File: config.mk
export PLATFORM = sky130hd
export DESIGN_NAME = acondicionador_pulsador
export DESIGN_NICKNAME = d
export VERILOG_FILES = /design/src/rtl/acondicionador_pkg.sv /design/src/rtl/acondicionador_pulsador_sincronizador.sv /design/src/rtl/acondicionador_pulsador.sv
export SDC_FILE = /design/constraint.sdc
export NUM_CORES = 1
export LEC_CHECK = 0
export CORE_MARGIN = 1.5
export CORE_UTILIZATION = 45
export CTS_BUF_LIST = sky130_fd_sc_hd__clkbuf_16
export DETAILED_ROUTE_END_ITERATION = 16
export PLACE_DENSITY_LB_ADDON = 0.08
export SLEW_MARGIN = 0
export SYNTH_ARGS = -nofsm -noshare
export SYNTH_HDL_FRONTEND = slang
export SYNTH_SLANG_ARGS = --single-unit
File: constraint.sdc
create_clock -name clk -period 3.3 [get_ports clk]
set_clock_uncertainty 0.05 [all_clocks]
set_input_delay 0.66 -clock clk [delete_from_list [all_inputs] [get_ports clk]]
set_output_delay 0.66 -clock clk [all_outputs]
set_load 0.02 [all_outputs]
File: src/rtl/acondicionador_pkg.sv
// Shared types and helpers for the push-button conditioner.
// Optional auto-repeat is enabled by defining ACONDICIONADOR_AUTOREPEAT_EN.
package acondicionador_pkg;

  typedef enum logic [2:0] {
    IDLE,
    DEB_PRESS,
    PRESSED,
    LONG,
    DEB_RELEASE
  } estado_t;

  // Width needed to hold the largest of the three cycle counts without wrapping.
  function automatic int ancho_contador(input int debounce, input int hold, input int repeticion);
    int maximo;
    maximo = debounce;
    if (hold > maximo) maximo = hold;
    if (repeticion > maximo) maximo = repeticion;
    return $clog2(maximo + 1);
  endfunction

endpackage

File: src/rtl/acondicionador_pulsador_sincronizador.sv
// Plain flop chain that brings the asynchronous button into the clk domain.
module sincronizador #(
  parameter int SYNC_STAGES = 2
) (
  input  logic clk,
  input  logic rst,
  input  logic d,
  output logic q
);

  logic [SYNC_STAGES-1:0] etapas;

  // Shift the raw input through the chain; nothing sits between stages.
  always_ff @(posedge clk) begin
    if (rst) begin
      etapas <= '0;
    end else begin
      etapas <= {etapas[SYNC_STAGES-2:0], d};
    end
  end

  assign q = etapas[SYNC_STAGES-1];

endmodule

File: src/rtl/acondicionador_pulsador.sv
// Push-button conditioner: synchronizer, debounce FSM and press/release/long pulses.
// Defining ACONDICIONADOR_AUTOREPEAT_EN adds periodic pulso_press ticks while held long.
module acondicionador_pulsador
  import acondicionador_pkg::*;
#(
  parameter int SYNC_STAGES     = 2,
  parameter int DEBOUNCE_CYCLES = 100000,
  parameter int HOLD_CYCLES     = 10000000,
  parameter int REPEAT_CYCLES   = 2000000
) (
  input  logic clk,
  input  logic rst,
  input  logic pulsador,
  output logic nivel,
  output logic pulso_press,
  output logic pulso_release,
  output logic pulso_largo
);

  localparam int ANCHO = ancho_contador(DEBOUNCE_CYCLES, HOLD_CYCLES, REPEAT_CYCLES);
  localparam logic [ANCHO-1:0] FIN_DEBOUNCE = ANCHO'(DEBOUNCE_CYCLES - 1);
  localparam logic [ANCHO-1:0] FIN_HOLD     = ANCHO'(HOLD_CYCLES - 1);
`ifdef ACONDICIONADOR_AUTOREPEAT_EN
  localparam logic [ANCHO-1:0] FIN_REPEAT   = ANCHO'(REPEAT_CYCLES - 1);
`endif

  logic          s;
  estado_t       estado;
  logic [ANCHO-1:0] cnt;
  logic [ANCHO-1:0] cnt_hold;
  logic          origen_largo;
`ifdef ACONDICIONADOR_AUTOREPEAT_EN
  logic [ANCHO-1:0] cnt_repeat;
`endif

  function automatic logic [ANCHO-1:0] incrementar(input logic [ANCHO-1:0] v);
    return (v == '1) ? v : v + ANCHO'(1);
  endfunction

  sincronizador #(
    .SYNC_STAGES(SYNC_STAGES)
  ) u_sincronizador (
    .clk(clk),
    .rst(rst),
    .d  (pulsador),
    .q  (s)
  );

  // Debounce/hold FSM with all outputs registered; pulses are cleared every cycle by default.
  always_ff @(posedge clk) begin
    if (rst) begin
      estado        <= IDLE;
      cnt           <= '0;
      cnt_hold      <= '0;
      origen_largo  <= 1'b0;
      nivel         <= 1'b0;
      pulso_press   <= 1'b0;
      pulso_release <= 1'b0;
      pulso_largo   <= 1'b0;
`ifdef ACONDICIONADOR_AUTOREPEAT_EN
      cnt_repeat    <= '0;
`endif
    end else begin
      pulso_press   <= 1'b0;
      pulso_release <= 1'b0;
      pulso_largo   <= 1'b0;
      case (estado)
        IDLE: begin
          nivel <= 1'b0;
          if (s) begin
            estado <= DEB_PRESS;
            cnt    <= '0;
          end
        end
        DEB_PRESS: begin
          if (!s) begin
            estado <= IDLE;
          end else begin
            cnt <= incrementar(cnt);
            if (incrementar(cnt) >= FIN_DEBOUNCE) begin
              estado       <= PRESSED;
              cnt_hold     <= '0;
              origen_largo <= 1'b0;
              nivel        <= 1'b1;
              pulso_press  <= 1'b1;
            end
          end
        end
        PRESSED: begin
          cnt_hold <= incrementar(cnt_hold);
          if (!s) begin
            estado <= DEB_RELEASE;
            cnt    <= '0;
          end else if (cnt_hold >= FIN_HOLD) begin
            estado       <= LONG;
            origen_largo <= 1'b1;
            pulso_largo  <= 1'b1;
`ifdef ACONDICIONADOR_AUTOREPEAT_EN
            cnt_repeat   <= '0;
`endif
          end
        end
        LONG: begin
          if (!s) begin
            estado <= DEB_RELEASE;
            cnt    <= '0;
`ifdef ACONDICIONADOR_AUTOREPEAT_EN
            cnt_repeat <= incrementar(cnt_repeat);
          end else if (cnt_repeat >= FIN_REPEAT) begin
            cnt_repeat  <= '0;
            pulso_press <= 1'b1;
          end else begin
            cnt_repeat <= incrementar(cnt_repeat);
`endif
          end
        end
        DEB_RELEASE: begin
          if (s) begin
            estado <= origen_largo ? LONG : PRESSED;
          end else begin
            cnt <= incrementar(cnt);
            if (incrementar(cnt) >= FIN_DEBOUNCE) begin
              estado        <= IDLE;
              origen_largo  <= 1'b0;
              nivel         <= 1'b0;
              pulso_release <= 1'b1;
`ifdef ACONDICIONADOR_AUTOREPEAT_EN
              cnt_repeat    <= '0;
`endif
            end
          end
        end
        default: begin
          estado <= IDLE;
        end
      endcase
    end
  end

endmodule

# Word-level counts from Yosys, hierarchy flattened
# Cells that the tools add are included.
# word_totals
regBits	58
wordCells	83
out_inout_bits	4
in_bits	3
# classes
add_sub_neg	2
order_cmp	2
n_reduce_logical	14
bitwise_logic	4
muxes	33
eq_ne	19
# ops
op	n
$mux W24	8
$pmux W24 S4	1
$add A24 B1 Y24 const B	2
$eq A24 B24 Y1 const B	2
$pmux W24 S2	1
$ge A24 B17 Y1 const B	1
$ge A24 B24 Y1 const B	1
$mux W3	8
$reduce_and A5 Y1	4
$pmux W3 S5	1
$ne A2 B2 Y1 const B	7
$mux W1	12
$reduce_or A3 Y1	3
$eq A3 B2 Y1 const B	2
$ne A2 B1 Y1 const B	3
$ne A3 B3 Y1 const B	2
$pmux W1 S3	2
$reduce_bool A3 Y1	2
$not A1 Y1	4
$reduce_and A4 Y1	1
$reduce_bool A4 Y1	1
$eq A3 B1 Y1 const B	1
$eq A3 B3 Y1 const B	1
$logic_not A3 Y1	1
other kinds (3)	3

# Depth between registers and ports, before layout
# Gate-level depths: netlist (run 1).
# logic_depth
word_depth	6
mapped_depth	14
mapped_depth_nobuf	11

# By module
# A second synthesis (run 1) with hierarchy kept.
# unflattened
hier_cells	477
area_unflattened_um2	3585.9
# modules_own_cells
module	area_each_um2	instances	seq_area_each_um2	cells_each
acondicionador_pulsador	3533.4	1	1121.1	473
sincronizador	52.6	1	40.0	4

# Worst setup path after synthesis (run 1)
# No wires, ideal clock.
# synth_path
path_type	register -> register
from	reg cnt[0]
to	reg estado[1]
path_slack_ns	0.332
path_buffers	2
setup_ns	0.117
required_ns	3.133
path_stages_with_launch	13
arrival_ns	2.802
period_less_slack_ns	2.968
cell_sequence	dfxtp_1 > ha_1 > and3_1 > buf_4 > a211oi_4 > mux2_4 > o21a_2 > nor4_4 > and2_1 > buf_6 > inv_2 > a211oi_2 > and4b_1
# synth_between
elab_chain_cells	5
elab_cells_between_ends	7
classes_between	1 x add/sub; 1 x order compare; 3 x eq/ne; 1 x mux; 1 x reduce/logical
# synth_rtl
element	line_no	text
start: declaration	acondicionador_pulsador.sv:29	logic [ANCHO-1:0] cnt;
start signal: assignment	acondicionador_pulsador.sv:79	cnt <= incrementar(cnt);
start signal: assignment	acondicionador_pulsador.sv:121	cnt <= incrementar(cnt);
$add A24 B1 Y24 / $eq A24 B24 Y1 (equally long branches)	acondicionador_pulsador.sv:37	return (v == '1) ? v : v + ANCHO'(1);
$mux W24 (*)	acondicionador_pulsador.sv:37	
$ge A24 B17 Y1 (*)	acondicionador_pulsador.sv:80, acondicionador_pulsador.sv:122	
$ne A3 B3 Y1 (no source line) / $ne A3 B2 Y1 (equally long branches)	--	
$reduce_and A5 Y1 (no source line) (*)	--	
end signal: assignment	acondicionador_pulsador.sv:119	estado <= origen_largo ? LONG : PRESSED;
end: declaration	acondicionador_pulsador.sv:28	estado_t estado;
# Every way passes the cells marked *; elsewhere a longest branch is shown, timed or not.
# A chain may end at the register's enable or synchronous reset.

# Final worst setup path (run 1)
# layout_path
from	reg cnt[0]
to	reg cnt_hold[21]
# layout_between
elab_chain_cells	5
elab_cells_between_ends	6
classes_between	1 x add/sub; 1 x order compare; 2 x eq/ne; 1 x mux; 1 x reduce/logical
# layout_rtl
element	line_no	text
$add A24 B1 Y24 / $eq A24 B24 Y1 (equally long branches)	acondicionador_pulsador.sv:37	
$mux W24 (*)	acondicionador_pulsador.sv:37	
$ge A24 B17 Y1 (*)	acondicionador_pulsador.sv:80	if (incrementar(cnt) >= FIN_DEBOUNCE) begin
$ne A2 B2 Y1 (no source line) (*)	--	
$reduce_and A4 Y1 (no source line) (*)	--	
end signal: assignment	acondicionador_pulsador.sv:90	cnt_hold <= incrementar(cnt_hold);
end: declaration	acondicionador_pulsador.sv:30	logic [ANCHO-1:0] cnt_hold;
# Marked as above.

==> reports/metrics.yaml, run 1 <==
sta:
  worst_slack_ps: 241.6
  slew_violations: 0
  slew_headroom: 0.4055
  setup_viol: 0
  setup_tns_ps: 0
  final.min_clock_period_ps: 3058
  period_share: 0.9268
  rsz0062_at_grt: "no"
  max_freq_mhz: 327.0
  worst_slew_pin_slew_ps: 891.8
  hold_violations: 0
clocking:
  cts-root-buf: "clkbuf_16"
  clock_path_buffers: 2
  cts_hold_buffers: 0
  cts_tree: "done"
  numCtsBuffers: 9
  htreeDepth: 3
  path_clk_slew_ps: 60
  clock_sinks: 58
  clk_latency_ps: 330
setup_path:
  path_class: "reg -> reg"
  crit_slowest_cell: "dfxtp_1"
  r2r_start: "cnt[0]$_SDFFE_PP0P_"
  cp_slowest_stage_delay_ps: 420
  critical_path_buf_inv_count: 2
  arrival_ps: 3270
  required_ps: 3510
  cp-start-kind: "flop"
  worstPathCellList: "ha_1 -> buf_4 -> nand3_1 -> nor2_1 -> and4bb_2 -> xor2_1 -> nor4_4 -> a21oi_4 -> o21ai_1 -> buf_4 -> or4_1 -> a21oi_1"
  cp-end-kind: "flop"
  cp_common_cell: "buf_4"
  cp-endpoint: "cnt_hold[21]$_SDFFE_PP0P_"
  path_depth: 12
  rr_worst_depth: 12
  crit_start: "cnt[0]$_SDFFE_PP0P_"
  r2r_end: "cnt_hold[21]$_SDFFE_PP0P_"
  crit_family: "simple AND/OR/NAND/NOR gates"
  rrSetupSlack_ps: 240
  cp_max_fo: 7
logic_synthesis:
  synth.top_cell.area_share: 0.3436
  synth_area_mm2: 0.003379
  synth-xor-area-share: 0.05183
  synth_edf_count: 0
  synth_top_family_by_area: "simple AND/OR/NAND/NOR gates"
  ys.flop_type: "dfxtp_1"
  async_reset_ff_frac: 0
  synth_simple_gate_area_frac: 0.2806
  yosysSeqAreaShare: 0.3436
  synth.distinct_cells: 61
  synth_area_leader_cell: "dfxtp_1"
  synth_nets: 423
  ys_seq_elements: 58
  synthCells: 418
  synthMuxAreaShare: 0.004443
  synth_compound_area_frac: 0.2640
  yosys_warnings: 0
  synth_area_leaders: "dfxtp_1, nor2_1, a21oi_1"
  postSynthAreaPerCell_um2: 8.085
  synth_adder_area_share: 0.007405
routing:
  drt-initial-drc-count: 176
  vias: 3105
  wl_per_cell_um: 14.83
  postRouteAntennaNets: 0
  drt_pass1_iterations: 4
  drc: 0
  wl_um: 7966
  avgViaCountPerCell: 5.782
floorplan:
  die-area_mm2: 0.008039
  fp.dieW_um: 89.66
  fp.dieH_um: 89.66
  start_util: 0.4659
  pin_count: 7
  row_count: 31
  core_mm2: 0.007253
global_routing:
  overflow: 0
  grt_pass1_vias: 2750
  grt_max_degree: 22
  grt_pass1_wl_um: 13510
  track_usage: 0.2158
  antenna_found_initial: 0
placement:
  place_congestion: 0.8547
  hpwl_um: 5549
  place_ws_ps: 147.9
  port_buffers: 6
  post-place-cells: 522
pwr:
  power.density_mw_per_mm2: 423.4
  power_mw: 1.661
  power_leakage_nw: 1.395
  vdd_drop_max_v: 0.0002413
cells_and_area:
  synthToLayoutAreaGrowth_pct: 16.11
  diodes: 0
  finalCoreUtilization: 0.5410
  nets: 439
  drive_gt1_frac: 0.1507
  stdcell_count: 537
job:
  drv_cap: 0
min_path:
  hp-class: "reg -> reg"
outcome:
  status: "completed"
flip-flops by register name, summed over array words and instances, names as in the netlist:
signal,flops
estado,3
nivel,1
u_sincronizador.etapas,2
pulso_press,1
origen_largo,1
cnt_hold,24
cnt,24
pulso_largo,1
pulso_release,1
worst register-to-register path, cell delays in order, from the launching register on:
cell and delay [ps]:
dfxtp_1 420, ha_1 190, buf_4 130, nand3_1 200, nor2_1 200, and4bb_2 250
xor2_1 310, nor4_4 100, a21oi_4 260, o21ai_1 140, buf_4 180, or4_1 390
a21oi_1 150
worst min-delay path by stage:
stage | startpoint | endpoint | depth (start not counted)
final | u_sincronizador.etapas[0]$_SDFF_PP0_ | u_sincronizador.etapas[1]$_SDFF_PP0_ | 1
after global routing | u_sincronizador.etapas[0]$_SDFF_PP0_ | u_sincronizador.etapas[1]$_SDFF_PP0_ | 1
after CTS | u_sincronizador.etapas[0]$_SDFF_PP0_ | u_sincronizador.etapas[1]$_SDFF_PP0_ | 1
after detailed placement | u_sincronizador.etapas[0]$_SDFF_PP0_ | u_sincronizador.etapas[1]$_SDFF_PP0_ | 1
after global placement | u_sincronizador.etapas[0]$_SDFF_PP0_ | u_sincronizador.etapas[1]$_SDFF_PP0_ | 1
after floorplan | u_sincronizador.etapas[0]$_SDFF_PP0_ | u_sincronizador.etapas[1]$_SDFF_PP0_ | 1
per-layer routing:
metal  wire, um  track usage
met1       4024       0.3119
met2       3618       0.3195
met3        280      0.04479
met4         43      0.06993
met5          0            0
metrics by stage:
| step | instance area [um2] | hold WS (ps) |
|---|---|---|
| after global routing | 3924 | 417.5 |
| after global placement | 3626 | 367.9 |
| after CTS | 3910 | 405.2 |
| after detailed placement | 3626 | 393.1 |
| after floorplan | 3379 | 363.8 |
| final | 3924 | 398.2 |
placed cells by master (no fill, tap or decap), types with 12 or more instances in the layout:
master   netlist  final
nor2_1        50     50
a21oi_1       33     33
xor2_1        16     16
buf_4          4     29
nand2_1       28     28
nand3_1       13     13
o21ai_0       22     22
dfxtp_1       58     58
nor3_1        13     13
nand4_1       12     12
cell type report:
cell class | count | area, um2
fill | 707 | 3329
inverter | 2 | 7.507
clock inverter | 6 | 58.81
multi-input combinational | 328 | 2069
clock buffer | 9 | 225.2
tap | 99 | 123.9
sequential | 58 | 1161
timing repair buffer | 35 | 277.8
power breakdown:
group | leakage, nW | switching (mW) | internal, mW
clock network | 0.145 | 0.331 | 0.575
registers | 0.468 | 0.00679 | 0.704
logic | 0.783 | 0.0306 | 0.0141
total | 1.40 | 0.368 | 1.29
synth_stat cells (5+ instances only):
library cell,number
and4_1,10
nor2_1,50
o31ai_1,5
nor2b_1,5
a31oi_1,9
a22oi_1,5
nor3_1,13
a21oi_1,33
or3_1,6
o21ai_1,9
a311oi_1,8
and2_1,7
nand4_1,12
and3_1,6
nand3_1,13
xor2_1,16
o21a_1,7
nand2_1,28
buf_2,10
dfxtp_1,58
clkbuf_1,13
o2111ai_1,6
o21ai_0,22
logic make-up after synthesis:
kind of cell    count (synthesis)
xor+xnor                       20
fa+ha+maj                       2
compound gates                131
buf+inv                        32
simple gates                  174
mux                             1
flops                          58
timing repair:
item,in CTS,in global routing
setup endpoints to repair,0,13
setup buffers,0,0
gates resized for setup,0,5
Note: power is estimated with default switching activity, not from simulation.
==> run 2: changes to the inputs <==
Settings changed: CORE_UTILIZATION 45 to 62.
==> run 2 against run 1 <==
First-iteration DRC count is 44% higher. Cell area fell by 2.4%. Critical endpoint is now cnt_hold[14]$_SDFFE_PP0P_. Non-clock buffer count down 5. Sequential power is essentially flat. Largest power group unchanged. Maximum frequency fell by 2.6%. Cell count shrank 6.3%.
==> reports/metrics.yaml, run 2 (synthesized netlist as in run 1, its figures left out) <==
setup_path:
  arrival_ps: 3290
  r2r_end: "cnt_hold[14]$_SDFFE_PP0P_"
  required_ps: 3450
  r2r_start: "cnt[11]$_SDFFE_PP0P_"
  cp-start-kind: "flop"
  cp-end-kind: "flop"
  cp_max_fo: 14
  rrSetupSlack_ps: 160
  path_class: "reg -> reg"
  rr_worst_depth: 11
cells_and_area:
  final_cell_mix: "dfxtp_1, nor2_1, a21oi_1"
  layout_commonest_cell: "dfxtp_1"
  synthToLayoutAreaGrowth_pct: 13.37
  top_regs: "cnt x24, cnt_hold x24, estado x3"
  drive_gt1_frac: 0.1293
  diodes: 0
  nets: 434
global_routing:
  track_usage: 0.2990
  grt_pass1_wl_um: 14090
  grt_pass1_vias: 3063
  overflow: 0
  grt_max_degree: 22
  antenna_found_initial: 0
pwr:
  power_leakage_nw: 1.368
  vdd_drop_max_v: 0.0003252
  power.density_mw_per_mm2: 422.9
placement:
  hpwl_um: 5254
  place_congestion: 0.8574
  port_buffers: 6
  place_ws_ps: 165.7
clocking:
  cts-root-buf: "clkbuf_16"
  cts_hold_buffers: 0
  htreeDepth: 3
  clk_latency_ps: 320
  path_clk_slew_ps: 50
  cts_tree: "done"
  clock_sinks: 58
  numCtsBuffers: 9
  clock_path_buffers: 2
floorplan:
  fp.dieH_um: 76.83
  die-area_mm2: 0.005903
  row_count: 26
  core_mm2: 0.005172
  start_util: 0.6534
  pin_count: 7
  fp.dieW_um: 76.83
routing:
  drt-initial-drc-count: 254
  drc: 0
  avgViaCountPerCell: 6.360
  drt_pass1_iterations: 5
  wl_um: 8018
  postRouteAntennaNets: 0
  wl_per_cell_um: 15.94
  vias: 3199
sta:
  worst_slew_pin_slew_ps: 922.8
  hold_violations: 0
  slew_headroom: 0.3848
  holdWs_ps: 401.8
  final.min_clock_period_ps: 3139
  max_freq_mhz: 318.6
  slew_violations: 0
  setup_viol: 0
  period_share: 0.9511
  setup_tns_ps: 0
  worst_slack_ps: 161.4
min_path:
  hold_end: "u_sincronizador.etapas[1]$_SDFF_PP0_"
  hp-start: "u_sincronizador.etapas[0]$_SDFF_PP0_"
  hp-class: "reg -> reg"
  hold_path_depth: 1
outcome:
  status: "completed"
job:
  drv_cap: 0
run 2: cell types whose count changed in the layout (fill, tap and decap cells not counted), sizes merged:
| cell | previous run | this run |
|---|---|---|
| buf | 29 | 24 |
| clkinv | 5 | 4 |
| inv | 2 | 3 |
run 2: critical path, cell delays in order (launching register included):
cell and delay, ps:
dfxtp_1 370, and4_2 320, and4_4 220, a211oi_4 310
mux2_4 330, o21a_2 210, nor4_4 330, a21oi_4 100
buf_4 210, o2111ai_1 280, xor2_1 210, nor2_1 60
run 2: how the worst max path moves through the flow:
stage,startpoint,to,slack (ps),cells past startpoint
3_5_place_dp,cnt[0]$_SDFFE_PP0P_,cnt_hold[20]$_SDFFE_PP0P_,170,12
3_3_place_gp,cnt[0]$_SDFFE_PP0P_,cnt_hold[20]$_SDFFE_PP0P_,210,12
6_report,cnt[11]$_SDFFE_PP0P_,cnt_hold[14]$_SDFFE_PP0P_,160,11
4_1_cts,cnt[0]$_SDFFE_PP0P_,cnt_hold[20]$_SDFFE_PP0P_,130,12
5_1_grt,cnt[0]$_SDFFE_PP0P_,cnt_hold[20]$_SDFFE_PP0P_,-20,12
2_1_floorplan,cnt[0]$_SDFFE_PP0P_,estado[1]$_SDFFE_PP0P_,330,12
run 2: area by class of cell:
type / count / area [um2]
well taps: 70 / 87.58
flip-flops and latches: 58 / 1162
repair buffers: 30 / 240.2
multi-input cells: 328 / 2058
clock inverters: 6 / 50.05
inverters: 2 / 7.507
fillers: 393 / 1341
clock buffers: 9 / 225.2
run 2: repair_timing:
action,CTS,global route
resized for setup,0,3
setup buffers,0,1
endpoints found under the setup margin,0,9
run 2: metrics by stage:
stage	instances	util	total power [mW]	area (um2)
3_3_place_gp	487	0.6853	0.7674	3545
4_1_cts	502	0.7385	1.627	3820
3_5_place_dp	487	0.6853	0.7684	3545
5_1_grt	503	0.7407	1.669	3831
2_1_floorplan	418	-	0.7554	3379
6_report	503	0.7407	1.620	3831
run 2: where the power goes:
group | switching, mW | internal, mW | total [mW] | leakage (nW)
combinational | 0.0302 | 0.0133 | 0.0435 | 0.761
sequential | 0.00667 | 0.705 | 0.712 | 0.468
clock | 0.299 | 0.566 | 0.865 | 0.139
total | 0.336 | 1.28 | 1.62 | 1.37
run 2: metal layers:
metal | routed length (um) | global-route usage | vias up
li1 | - | - | 1590
met1 | 3661 | 0.3828 | 1497
met2 | 3760 | 0.4832 | 94
met3 | 458 | 0.07976 | 18
met4 | 138 | 0.1074 | 0
met5 | 0 | 0 | -
